## src/rtl/adc_pkg.sv

```systemverilog
// Shared constants and sample type for the J2 ADC capture path.
package adc_pkg;

    localparam int ADC_W          = 8;
    localparam int CLK_DIV_DEF    = 2;
    localparam int PIPE_DLY_DEF   = 3;
    localparam int FIFO_DEPTH_DEF = 8;

    typedef logic [ADC_W-1:0] sample_t;

endpackage

```

## src/rtl/sync_fifo.sv

```systemverilog
// First-word-fall-through synchronous FIFO; a push while full is taken only
// when a pop happens in the same cycle.
module sync_fifo #(
    parameter int WIDTH = 8,
    parameter int DEPTH = 8
) (
    input  logic             clk,
    input  logic             rst_n,
    input  logic             push,
    input  logic [WIDTH-1:0] wdata,
    input  logic             pop,
    output logic [WIDTH-1:0] rdata,
    output logic             full,
    output logic             empty
);

    localparam int AW = $clog2(DEPTH);
    localparam logic [AW:0] PTR_ONE = 1;

    logic [WIDTH-1:0] mem_q [DEPTH];
    logic [AW:0]      wr_ptr_q, wr_ptr_d;
    logic [AW:0]      rd_ptr_q, rd_ptr_d;
    logic             do_push, do_pop;

    assign empty   = (wr_ptr_q == rd_ptr_q);
    assign full    = (wr_ptr_q[AW] != rd_ptr_q[AW]) &&
                     (wr_ptr_q[AW-1:0] == rd_ptr_q[AW-1:0]);
    assign do_pop  = pop && !empty;
    assign do_push = push && (!full || do_pop);
    assign rdata   = mem_q[rd_ptr_q[AW-1:0]];

    always_comb begin
        wr_ptr_d = wr_ptr_q;
        rd_ptr_d = rd_ptr_q;
        if (do_push) wr_ptr_d = wr_ptr_q + PTR_ONE;
        if (do_pop)  rd_ptr_d = rd_ptr_q + PTR_ONE;
    end

    always_ff @(posedge clk or negedge rst_n) begin
        if (!rst_n) begin
            wr_ptr_q <= '0;
            rd_ptr_q <= '0;
        end else begin
            wr_ptr_q <= wr_ptr_d;
            rd_ptr_q <= rd_ptr_d;
        end
    end

    // Storage is not reset; contents are only visible through non-empty reads.
    always_ff @(posedge clk) begin
        if (do_push) mem_q[wr_ptr_q[AW-1:0]] <= wdata;
    end

endmodule

```

## src/rtl/adc_capture.sv

```systemverilog
// ADC sample clock generation, pipeline-latency discard and FIFO buffering.
// Optional 4-sample averaging is built when ADC_CAPTURE_AVG_EN is defined.
module adc_capture
    import adc_pkg::*;
#(
    parameter int CLK_DIV    = CLK_DIV_DEF,
    parameter int PIPE_DLY   = PIPE_DLY_DEF,
    parameter int FIFO_DEPTH = FIFO_DEPTH_DEF
) (
    input  logic    i_clk,
    input  logic    i_rst_n,
    input  logic    i_en,
    input  logic    i_clr,
    output logic    o_ad_clk,
    input  sample_t i_ad_port,
    output sample_t o_data,
    output logic    o_valid,
    input  logic    i_ready,
    output logic    o_overflow
);

    localparam logic [7:0] DIV_TC = 8'(CLK_DIV - 1);
    localparam logic [7:0] DISC_N = 8'(PIPE_DLY);

    logic [7:0] div_q, div_d;
    logic       ad_clk_q, ad_clk_d;
    logic [7:0] disc_q, disc_d;
    logic       ovf_q, ovf_d;
    logic       rise, accept;
    logic       push;
    sample_t    push_data;
    sample_t    fifo_rdata;
    logic       fifo_full, fifo_empty;

    always_comb begin
        div_d    = div_q;
        ad_clk_d = ad_clk_q;
        disc_d   = disc_q;
        rise     = 1'b0;
        accept   = 1'b0;
        if (!i_en) begin
            div_d    = '0;
            ad_clk_d = 1'b0;
            disc_d   = '0;
        end else if (div_q == DIV_TC) begin
            div_d    = '0;
            ad_clk_d = !ad_clk_q;
            rise     = !ad_clk_q;
        end else begin
            div_d = div_q + 8'd1;
        end
        // Samples still inside the ADC pipeline after enable are thrown away.
        if (rise) begin
            if (disc_q == DISC_N) accept = 1'b1;
            else                  disc_d = disc_q + 8'd1;
        end
    end

`ifdef ADC_CAPTURE_AVG_EN
    logic [9:0] acc_q, acc_d;
    logic [1:0] ph_q, ph_d;
    logic [9:0] sum;

    assign sum = acc_q + {2'b00, i_ad_port};

    always_comb begin
        acc_d     = acc_q;
        ph_d      = ph_q;
        push      = 1'b0;
        push_data = sum[9:2];
        if (!i_en) begin
            acc_d = '0;
            ph_d  = '0;
        end else if (accept) begin
            if (ph_q == 2'd3) begin
                push  = 1'b1;
                acc_d = '0;
                ph_d  = '0;
            end else begin
                acc_d = sum;
                ph_d  = ph_q + 2'd1;
            end
        end
    end

    always_ff @(posedge i_clk or negedge i_rst_n) begin
        if (!i_rst_n) begin
            acc_q <= '0;
            ph_q  <= '0;
        end else begin
            acc_q <= acc_d;
            ph_q  <= ph_d;
        end
    end
`else
    assign push      = accept;
    assign push_data = i_ad_port;
`endif

    // A drop clears nothing: it wins over a same-cycle clear.
    always_comb begin
        ovf_d = ovf_q;
        if (i_clr) ovf_d = 1'b0;
        if (push && fifo_full && !i_ready) ovf_d = 1'b1;
    end

    always_ff @(posedge i_clk or negedge i_rst_n) begin
        if (!i_rst_n) begin
            div_q    <= '0;
            ad_clk_q <= 1'b0;
            disc_q   <= '0;
            ovf_q    <= 1'b0;
        end else begin
            div_q    <= div_d;
            ad_clk_q <= ad_clk_d;
            disc_q   <= disc_d;
            ovf_q    <= ovf_d;
        end
    end

    sync_fifo #(
        .WIDTH (ADC_W),
        .DEPTH (FIFO_DEPTH)
    ) u_fifo (
        .clk   (i_clk),
        .rst_n (i_rst_n),
        .push  (push),
        .wdata (push_data),
        .pop   (o_valid && i_ready),
        .rdata (fifo_rdata),
        .full  (fifo_full),
        .empty (fifo_empty)
    );

    assign o_ad_clk   = ad_clk_q;
    assign o_valid    = !fifo_empty;
    assign o_data     = fifo_empty ? '0 : fifo_rdata;
    assign o_overflow = ovf_q;

endmodule

```

## config.mk

```make
export PLATFORM = sky130hd
export DESIGN_NAME = adc_capture
export DESIGN_NICKNAME = d
export VERILOG_FILES = /design/src/rtl/adc_pkg.sv /design/src/rtl/sync_fifo.sv /design/src/rtl/adc_capture.sv
export SDC_FILE = /design/constraint.sdc
export NUM_CORES = 1
export LEC_CHECK = 0
export ABC_AREA = 1
export CAP_MARGIN = 20
export CORE_MARGIN = 2
export CORE_UTILIZATION = 45
export DETAILED_ROUTE_END_ITERATION = 12
export PLACE_DENSITY = 0.61
export SETUP_SLACK_MARGIN = 0.1
export SLEW_MARGIN = 20
export SYNTH_ARGS = -nofsm -noshare
export SYNTH_HDL_FRONTEND = slang
export SYNTH_SLANG_ARGS = --single-unit
```

## constraint.sdc

```tcl
create_clock -name i_clk -period 4.4 [get_ports i_clk]
set_input_delay 0.88 -clock i_clk [delete_from_list [all_inputs] [get_ports i_clk]]
set_output_delay 0.88 -clock i_clk [all_outputs]
set_load 0.005 [all_outputs]
```

==> Word level (Yosys, flattened, before mapping) <==
Memory sizes are Yosys's and may differ from the RTL's.
Index checks and enable logic that the tools add are counted.
W data, S select, Z words.
{ "word_totals": {"input_bits": 13, "reg_bits": 26, "mem_count": 1, "ramBits": 64} }
{ "op_classes": {"n_eq_ne": 6, "reduce_logical": 12, "n_mux": 16, "n_addsub": 4} }
{ "memory_table": {"columns": ["memory", "words", "word_bits", "rd", "rd_clocked_by_memory_dff", "wr", "line_no", "source"], "rows": [
  ["u_fifo.mem_q", 8, 8, 1, 0, 1, "sync_fifo.sv:20", "logic [WIDTH-1:0] mem_q [DEPTH];"]
]} }
{ "op_table": {"columns": ["cell", "n"], "rows": [
  ["$mux W8", 6],
  ["$add A8 B1 Y8 const B", 2],
  ["$mux W1", 10],
  ["$add A4 B1 Y4 const B", 2],
  ["$eq A8 B1 Y1 const B", 1],
  ["$eq A8 B2 Y1 const B", 1],
  ["$logic_and A1 B1 Y1", 6],
  ["$eq A4 B4 Y1", 1],
  ["$logic_not A1 Y1", 4],
  ["$eq A3 B3 Y1", 1],
  ["$ne A2 B1 Y1 const B", 1],
  ["$reduce_bool A2 Y1", 1],
  ["$logic_or A1 B1 Y1", 1],
  ["$ne A1 B1 Y1", 1]
]} }

==> Longest topological paths before layout <==
Gate-level depths: netlist (run 1).
{ "depth": {"ltp_word": 8, "mapped_depth": 9} }

==> By module <==
A second synthesis (run 1) with hierarchy kept.
{ "hier_totals": {"cells_unflattened": 423, "hier_area_um2": 4149.0} }
{ "modules_own_cells": {"columns": ["module", "instances", "cells_each", "seq_area_each_um2", "area_per_inst_um2"], "rows": [
  ["sync_fifo", 1, 261, 2122.0, 3027.9],
  ["adc_capture", 1, 162, 450.4, 1121.1]
]} }

==> Worst setup path before layout (run 1) <==
No wires, ideal clock.
{ "synth_timing": {"kind": "input to register", "startpoint": "input i_en", "endpoint": "memory u_fifo.mem_q[0][0] (enable)", "setup_slack_ns": 2.211, "required_time_ns": 4.030, "n_path_buf": 0, "t_arrival_ns": 1.819, "stages": 6, "path_cell_list": "inv_1 nor2_1 nand3_2 nor2_2 nand3_2 nor2_1"} }
{ "synth_via": {"elab_chain_len": 5} }
{ "synth_rtl": {"columns": ["element", "line_no", "source"], "rows": [
  ["start, declared", "adc_capture.sv:12", "input logic i_en,"],
  ["$mux W1", "adc_capture.sv:41", "if (!i_en) begin"],
  ["$mux W1", "adc_capture.sv:53", "if (rise) begin"],
  ["$logic_and A1 B1 Y1", "sync_fifo.sv:29", "assign do_push = push && (!full || do_pop);"],
  ["$mux W1", "sync_fifo.sv:51", "if (do_push) mem_q[wr_ptr_q[AW-1:0]] <= wdata;"],
  ["$mux W1 (not written as such)", "sync_fifo.sv:51", null],
  ["end, declared", "sync_fifo.sv:20", null]
]} }
No other way between the ends.

==> Worst setup path after layout (run 1) <==
{ "layout_timing": {"startpoint": "register u_fifo.rd_ptr_q[2]", "endpoint": "output o_data[7]"} }
{ "layout_via": {"elab_chain_len": 2, "word_cells_on_any_way": 3} }
{ "layout_rtl": {"columns": ["element", "line_no", "source"], "rows": [
  ["start, declared", "sync_fifo.sv:22", "logic [AW:0] rd_ptr_q, rd_ptr_d;"],
  ["start signal, assigned", "sync_fifo.sv:45", "rd_ptr_q <= rd_ptr_d;"],
  ["$mem_v2 Z8 W8 or $eq A4 B4 Y1 (tied branches)", null, null],
  ["$mux W8 (*)", "adc_capture.sv:137", "assign o_data = fifo_empty ? '0 : fifo_rdata;"],
  ["end, declared", "adc_capture.sv:16", "output sample_t o_data,"]
]} }
Mark *: on every way between the ends. The rest lies on a longest branch, timed or not.

==> results of run 1 <==
## power groups by stage
stage | Sequential (mW) | Combinational (mW) | Clock, mW
5_1_grt | 1.00 | 0.867 | 0.574
6_report | 0.994 | 0.775 | 0.528
4_1_cts | 0.993 | 0.778 | 0.540
3_3_place_gp | 1.01 | 0.773 | 0
3_5_place_dp | 1.01 | 0.775 | 0
2_1_floorplan | 0.970 | 0.543 | 0
## flip-flops by register name, summed over array words and instances, names as in the netlist
register / flops
div_q: 8
disc_q: 8
u_fifo.rd_ptr_q: 4
o_ad_clk: 1
u_fifo.mem_q: 64
o_overflow: 1
u_fifo.wr_ptr_q: 4
## logic make-up after synthesis
kind of cell             synth area share
adder cells (fa/ha/maj)           0.01523
AO/OA/AOI/OAI                     0.07585
flip-flops                         0.6263
XOR/XNOR                          0.02315
AND/OR/NAND/NOR                    0.2044
buffers and inverters             0.05513
## routing by layer
layer / vias to the layer above / wire (um) / global-route usage
li1: 1387 / - / -
met1: 1332 / 3931 / 0.2594
met2: 79 / 3874 / 0.2781
met3: 14 / 473 / 0.03935
met4: 0 / 182 / 0.08746
met5: - / 0 / 0
## synthesized netlist by cell type, drive strengths merged
cell / instances
nor2: 86
nand2: 69
edfxtp: 64
o21ai: 37
inv: 27
nand3: 27
dfrtp: 26
buf: 11
o211ai: 8
o22ai: 8
xor2: 7
clkbuf: 6
ha: 5
nor3: 5
nand4: 3
xnor2: 3
a21oi: 2
a31oi: 1
nand3b: 1
nor3b: 1
nor4: 1
## worst reg2reg max path, stage by stage (launching register included)
cell     delay [ps]
dfrtp_1         410
inv_1            60
ha_1            120
inv_1            30
nor2_1          210
nand3_2         280
nor2_2          240
nand3_2         170
nor2_1          560
## per-stage QoR
stage | total power, mW | hold WS [ps] | cells | setup slack (ps) | util
after CTS | 2.311 | 512.3 | 531 | 1125 | 0.5182
after floorplan | 1.513 | 458.7 | 398 | 2211 | -
final | 2.297 | 504.6 | 531 | 1115 | 0.5182
after global placement | 1.783 | 481.0 | 515 | 996.1 | 0.4969
after detailed placement | 1.787 | 496.6 | 515 | 898.4 | 0.4969
after global routing | 2.442 | 554.4 | 531 | 973.2 | 0.5182
## final cells by class
class                           count  area (um2)  area share
Sequential cell                    90        2572      0.5638
Multi-Input combinational cell    264        1309      0.2868
Timing Repair Buffer               26       252.7     0.05539
Clock buffer                       10       137.6     0.03016
Tap cell                          108       135.1     0.02961
Inverter                           27       106.4     0.02331
Clock inverter                      6       50.05     0.01097
## path summary, 6_finish.rpt
kind,startpoint,to,depth (start not counted)
worst max-delay path,u_fifo.rd_ptr_q[2],o_data[7],5
worst min-delay path,div_q[0],div_q[0],1
worst max register to register,div_q[1],u_fifo.mem_q[5][4],8
worst min register to register,div_q[0],div_q[0],1
max in group asynchronous,i_rst_n,disc_q[3],2
min in group asynchronous,i_rst_n,disc_q[4],2
==> impl_metrics.json, run 1 <==
{
  "timing.critical_path.to_type": "primary output",
  "most-common-layout-cells": "83 x nor2_1, 67 x nand2_1, 64 x edfxtp_1, 36 x o21ai_0, 26 x dfrtp_1",
  "worst_path_max_delay_cell": "dfrtp_1",
  "postCtsSetupBuffers": 0,
  "routed_wire_length_per_instance_um": 15.94,
  "synthTopCellsByArea": "edfxtp_1 47%, dfrtp_1 16%, nor2_1 7.6%, nand2_1 6.1%, o21ai_0 4.4%",
  "arrival_time_at_the_worst_endpoint_ps": 2400,
  "tritoncts": "yes",
  "grt_first_pass_wirelength_um": 13750,
  "synth_top_cell_by_area": "edfxtp_1",
  "dpl.hpwl_um": 5770,
  "area_growth_pct": 11.09,
  "most_frequent_standard_cell_in_the_layout_excluding_fill_and_tap_cells": "nor2_1",
  "final.period_utilization": 0.7465,
  "relative_max_transition_margin": 0.4875,
  "cp_max_fo": 20,
  "gp_congestion": 0.8487,
  "worstPathCellList": "xnor2_2, nand3_4, nand2_1, nor2_1, clkdlybuf4s50_1",
  "grt_usage": 0.1854,
  "io_pins": 24,
  "crit_path_start_kind": "register",
  "sum_of_routed_wire_length_over_all_layers_um": 8462,
  "layout-drive-gt1-share": 0.08274,
  "nets": 436,
  "timing.critical_path.required_ps": 3520,
  "share_seq_of_total_power": 0.433,
  "cell_internal_pwr_mw": 1.485,
  "synthDistinctLibCells": 35,
  "floorplan.initialDensity": 0.4665,
  "timing.hold.worst.class": "register to register",
  "outcome": "complete, no violations",
  "antenna_left": 0,
  "ctsHoldBuffers": 0,
  "detailed_place.area_um2": 4375,
  "period_needed_ps": 3285,
  "route.detailed.drc": 0,
  "synth_seq_area_share": 0.6263,
  "pwr-share-comb": 0.337,
  "crit_family": "flip-flops",
  "critical_path_start_end_classification": "register to primary output",
  "core_um2": 8806,
  "cts_resized": 0,
  "synth.net_count": 416,
  "max_freq_mhz": 304.4,
  "diodes_inserted": 0,
  "netlist_area_um2": 4108,
  "global_route.overflow_total": 0,
  "max-vdd-ir-drop_mv": 0.2028,
  "fp.dieH_um": 99.54,
  "netSwitchingFraction": 0.3537,
  "std_cell_rows": 34,
  "numCtsBuffers": 9,
  "clockRootBuffer": "clkbuf_8",
  "final_report_setup_violation_count": 0,
  "vias": 2812,
  "clockBufferDepth": 2,
  "power_frac_clock": 0.230,
  "setup_repair_after_global_routing_missed_its_margin": "no",
  "fp.dieArea_um2": 9908,
  "post_synth.cell_area_avg_um2": 10.32,
  "timing_max_transition_violations_final": 0,
  "drt_pass1_iterations": 5,
  "post_synth_inst_count": 398,
  "ys_warn_count": 0,
  "worst-slew-pin-transition_ps": 768.7,
  "cellLeakagePower_nw": 1.766,
  "finalHoldViolations": 0,
  "finClkSkew_ps": 11.95,
  "final_cell_area_um2": 4563,
  "ys_seq_elements": 90,
  "drv_cap": 0,
  "htreeDepth": 3,
  "place.port_buffers": 23,
  "fin_setup_tns_ps": 0,
  "vias_per_cell": 5.296,
  "crit_path_max_incr_delay_ps": 850,
  "grt_pass1_vias": 2708,
  "clock_edge_transition_at_the_registers_on_the_reported_setup_and_hold_paths_ps": 90,
  "synth_top_area_share": 0.4679,
  "clock_sink_count": 90,
  "switching_power_mw": 0.8125,
  "initial_drc_count": 139,
  "cp.buffers_inverters": 1,
  "fp.dieW_um": 99.54,
  "power_per_cell_area_nw_per_um2": 503.4,
  "grt_start_max_net_pins": 37,
  "layout.filler_cells": 800,
  "initial_antenna_violation_count": 0,
  "timing.reg2reg.setup_slack_ps": 1960,
  "clk_latency_ps": 360
}
Power figures use the tool's default switching activity.
==> run 2, diff against run 1 <==
--- a/config.mk
+++ b/config.mk
@@ -10,7 +10,7 @@
 export CORE_MARGIN = 2
 export CORE_UTILIZATION = 45
 export DETAILED_ROUTE_END_ITERATION = 12
-export PLACE_DENSITY = 0.61
+export PLACE_DENSITY = 0.63
 export SETUP_SLACK_MARGIN = 0.1
 export SLEW_MARGIN = 20
 export SYNTH_ARGS = -nofsm -noshare
==> constraint.sdc (replaced) <==
create_clock -name i_clk -period 2.9 [get_ports i_clk]
set_input_delay 0.58 -clock i_clk [delete_from_list [all_inputs] [get_ports i_clk]]
set_output_delay 0.58 -clock i_clk [all_outputs]
set_load 0.005 [all_outputs]
==> run 2 against run 1 <==
Net effect: global-route usage is 0.50 points lower; power is 64% higher; non-clock buffer count is 23 higher; sequential cell count stayed put; via count is 3.8% higher; clock-buffer cell count is 1 lower; clock power is 64% higher; core utilization is 2.9 points higher; combinational power is 82% higher; critical path depth is 4 higher; first-iteration DRC count is 33% higher; sequential share of layout area is 2.9 points lower; critical path type unchanged; critical endpoint unchanged; largest cell class unchanged.
==> impl_metrics.json, run 2 (synthesis results as in run 1) <==
{
  "timing.rr.start": "disc_q[0]",
  "fin_setup_tns_ps": 0,
  "largest_reg_flops": 64,
  "place.port_buffers": 23,
  "grt_usage": 0.1804,
  "diodes_inserted": 0,
  "relative_max_transition_margin": 0.6879,
  "timing.hold.worst.class": "register to register",
  "initial_antenna_violation_count": 0,
  "final.period_utilization": 0.9301,
  "clockBufferDepth": 2,
  "timing.reg2reg.worst_path_depth": 8,
  "period_needed_ps": 2697,
  "worstPathCellList": "buf_6, buf_12, nor2_1, nor2_1, o21ai_0, o211ai_1, nand2_1, nor2_1, clkdlybuf4s50_1",
  "p_total_mw": 3.760,
  "io_pins": 24,
  "global_route.overflow_total": 0,
  "initial_drc_count": 185,
  "min_delay_path_depth": 1,
  "most_frequent_standard_cell_in_the_layout_excluding_fill_and_tap_cells": "nor2_1",
  "floorplan.initialDensity": 0.4665,
  "routed_wire_length_per_instance_um": 15.75,
  "cpMostUsedCell": "nor2_1",
  "drt_pass1_iterations": 4,
  "antenna_left": 0,
  "clk_latency_ps": 370,
  "clockRootBuffer": "clkbuf_8",
  "nets": 460,
  "htreeDepth": 3,
  "pwr-share-comb": 0.375,
  "min-delay-start": "div_q[0]",
  "timing_max_transition_violations_final": 0,
  "drv_cap": 0,
  "core_um2": 8806,
  "area_growth_pct": 17.21,
  "timing.critical_path.to_type": "primary output",
  "outcome": "complete, no violations",
  "share_seq_of_total_power": 0.395,
  "max_freq_mhz": 370.7,
  "std_cell_rows": 34,
  "grt_start_max_net_pins": 35,
  "cp_max_fo": 14,
  "ctsHoldBuffers": 0,
  "fp.dieH_um": 99.54,
  "numCtsBuffers": 9,
  "final_report_setup_violation_count": 0,
  "tritoncts": "yes",
  "sum_of_routed_wire_length_over_all_layers_um": 8744,
  "vias_per_cell": 5.258,
  "dpl.hpwl_um": 5645,
  "power_per_cell_area_nw_per_um2": 780.9,
  "finalHoldViolations": 0,
  "gp_congestion": 0.7999,
  "crit_path_max_incr_delay_ps": 500,
  "clock_sink_count": 90,
  "switching_power_mw": 1.297,
  "timing.reg2reg.setup_slack_ps": 800,
  "vias": 2918,
  "grt_first_pass_wirelength_um": 13810,
  "critical_path_start_end_classification": "register to primary output",
  "route.detailed.drc": 0,
  "timing.critical_path.required_ps": 2320,
  "setup_repair_after_global_routing_missed_its_margin": "yes",
  "worst_path_max_delay_cell": "clkdlybuf4s50_1",
  "cell_internal_pwr_mw": 2.462,
  "grt_pass1_vias": 2788,
  "netSwitchingFraction": 0.3451,
  "power_frac_clock": 0.230,
  "layout-drive-gt1-share": 0.1342,
  "cellLeakagePower_nw": 1.945,
  "crit_path_start_kind": "register",
  "clock_edge_transition_at_the_registers_on_the_reported_setup_and_hold_paths_ps": 100,
  "max-vdd-ir-drop_mv": 0.2510,
  "fp.dieArea_um2": 9908,
  "worst-slew-pin-transition_ps": 465.8,
  "timing.hold.worst_endpoint": "div_q[0]",
  "most-common-layout-cells": "83 x nor2_1, 67 x nand2_1, 64 x edfxtp_1, 36 x o21ai_0, 24 x dfrtp_1",
  "arrival_time_at_the_worst_endpoint_ps": 2120,
  "finClkSkew_ps": 14.59,
  "crit-reg2reg-capture": "u_fifo.mem_q[4][2]",
  "fp.dieW_um": 99.54
}
[run 2: cell count changes in the layout (fill, tap and decap cells not counted), moves of 2 or more]
cell	previous run	this run
dfrtp_2	0	2
buf_4	3	23
dfrtp_1	26	24
clkdlybuf4s50_1	23	20
clkinvlp_4	2	0
dlymetal6s2s_1	0	3
[run 2: how the worst max path moves through the flow]
stage | from | endpoint | slack [ps] | cells after the start
2_1_floorplan | i_en | u_fifo.mem_q[0][0] | 1010 | 6
3_3_place_gp | u_fifo.rd_ptr_q[1] | o_data[3] | 330 | 6
3_5_place_dp | u_fifo.rd_ptr_q[1] | o_data[2] | 310 | 6
4_1_cts | u_fifo.rd_ptr_q[1] | o_data[2] | 80 | 6
5_1_grt | u_fifo.rd_ptr_q[0] | o_data[0] | 40 | 9
6_report | u_fifo.rd_ptr_q[0] | o_data[7] | 200 | 9
[run 2: area by class of cell]
cell class                      count  area (um2)
Sequential cell                    90        2575
Timing Repair Buffer               49       466.7
Clock buffer                        9       123.9
Multi-Input combinational cell    265        1326
Clock inverter                      7       73.82
Inverter                           27       113.9
Fill cell                         741        3991
Tap cell                          108       135.1
[run 2: routing by layer]
layer | share of wire | track usage
met1 | 0.45 | 0.2350
met2 | 0.50 | 0.2963
met3 | 0.040 | 0.03795
met4 | 0.013 | 0.07271
met5 | 0 | 0
[run 2: through the flow]
step	setup WS [ps]	cell area, um2	util	instances	hold slack, ps
after detailed placement	314.0	4488	0.5097	530	491.3
after CTS	84.92	4695	0.5331	546	503.8
after floorplan	1011	4108	-	398	284.4
final	202.6	4815	0.5467	555	495.0
after global placement	329.3	4488	0.5097	530	487.1
after global routing	43.17	4815	0.5467	555	528.6
[run 2: timing repair]
item,CTS,global route
pin swaps,0,2
setup buffers,0,8
resized for setup,4,6
gates cloned,0,2
endpoints found under the setup margin,9,8
[run 2: power by group through the flow]
stage | Clock [mW] | Sequential, mW | Combinational [mW]
after floorplan | 0 | 1.47 | 0.823
final | 0.865 | 1.48 | 1.41
after global routing | 0.938 | 1.49 | 1.55
after detailed placement | 0 | 1.52 | 1.20
after CTS | 0.885 | 1.50 | 1.21
after global placement | 0 | 1.52 | 1.19
[run 2: critical path, delay by kind of cell (launching register included)]
kind	cells	cell delay, ps
AOI/OAI and AO/OA	2	190
buffers and inverters	3	790
DFF	1	470
and+or+nand+nor	4	310
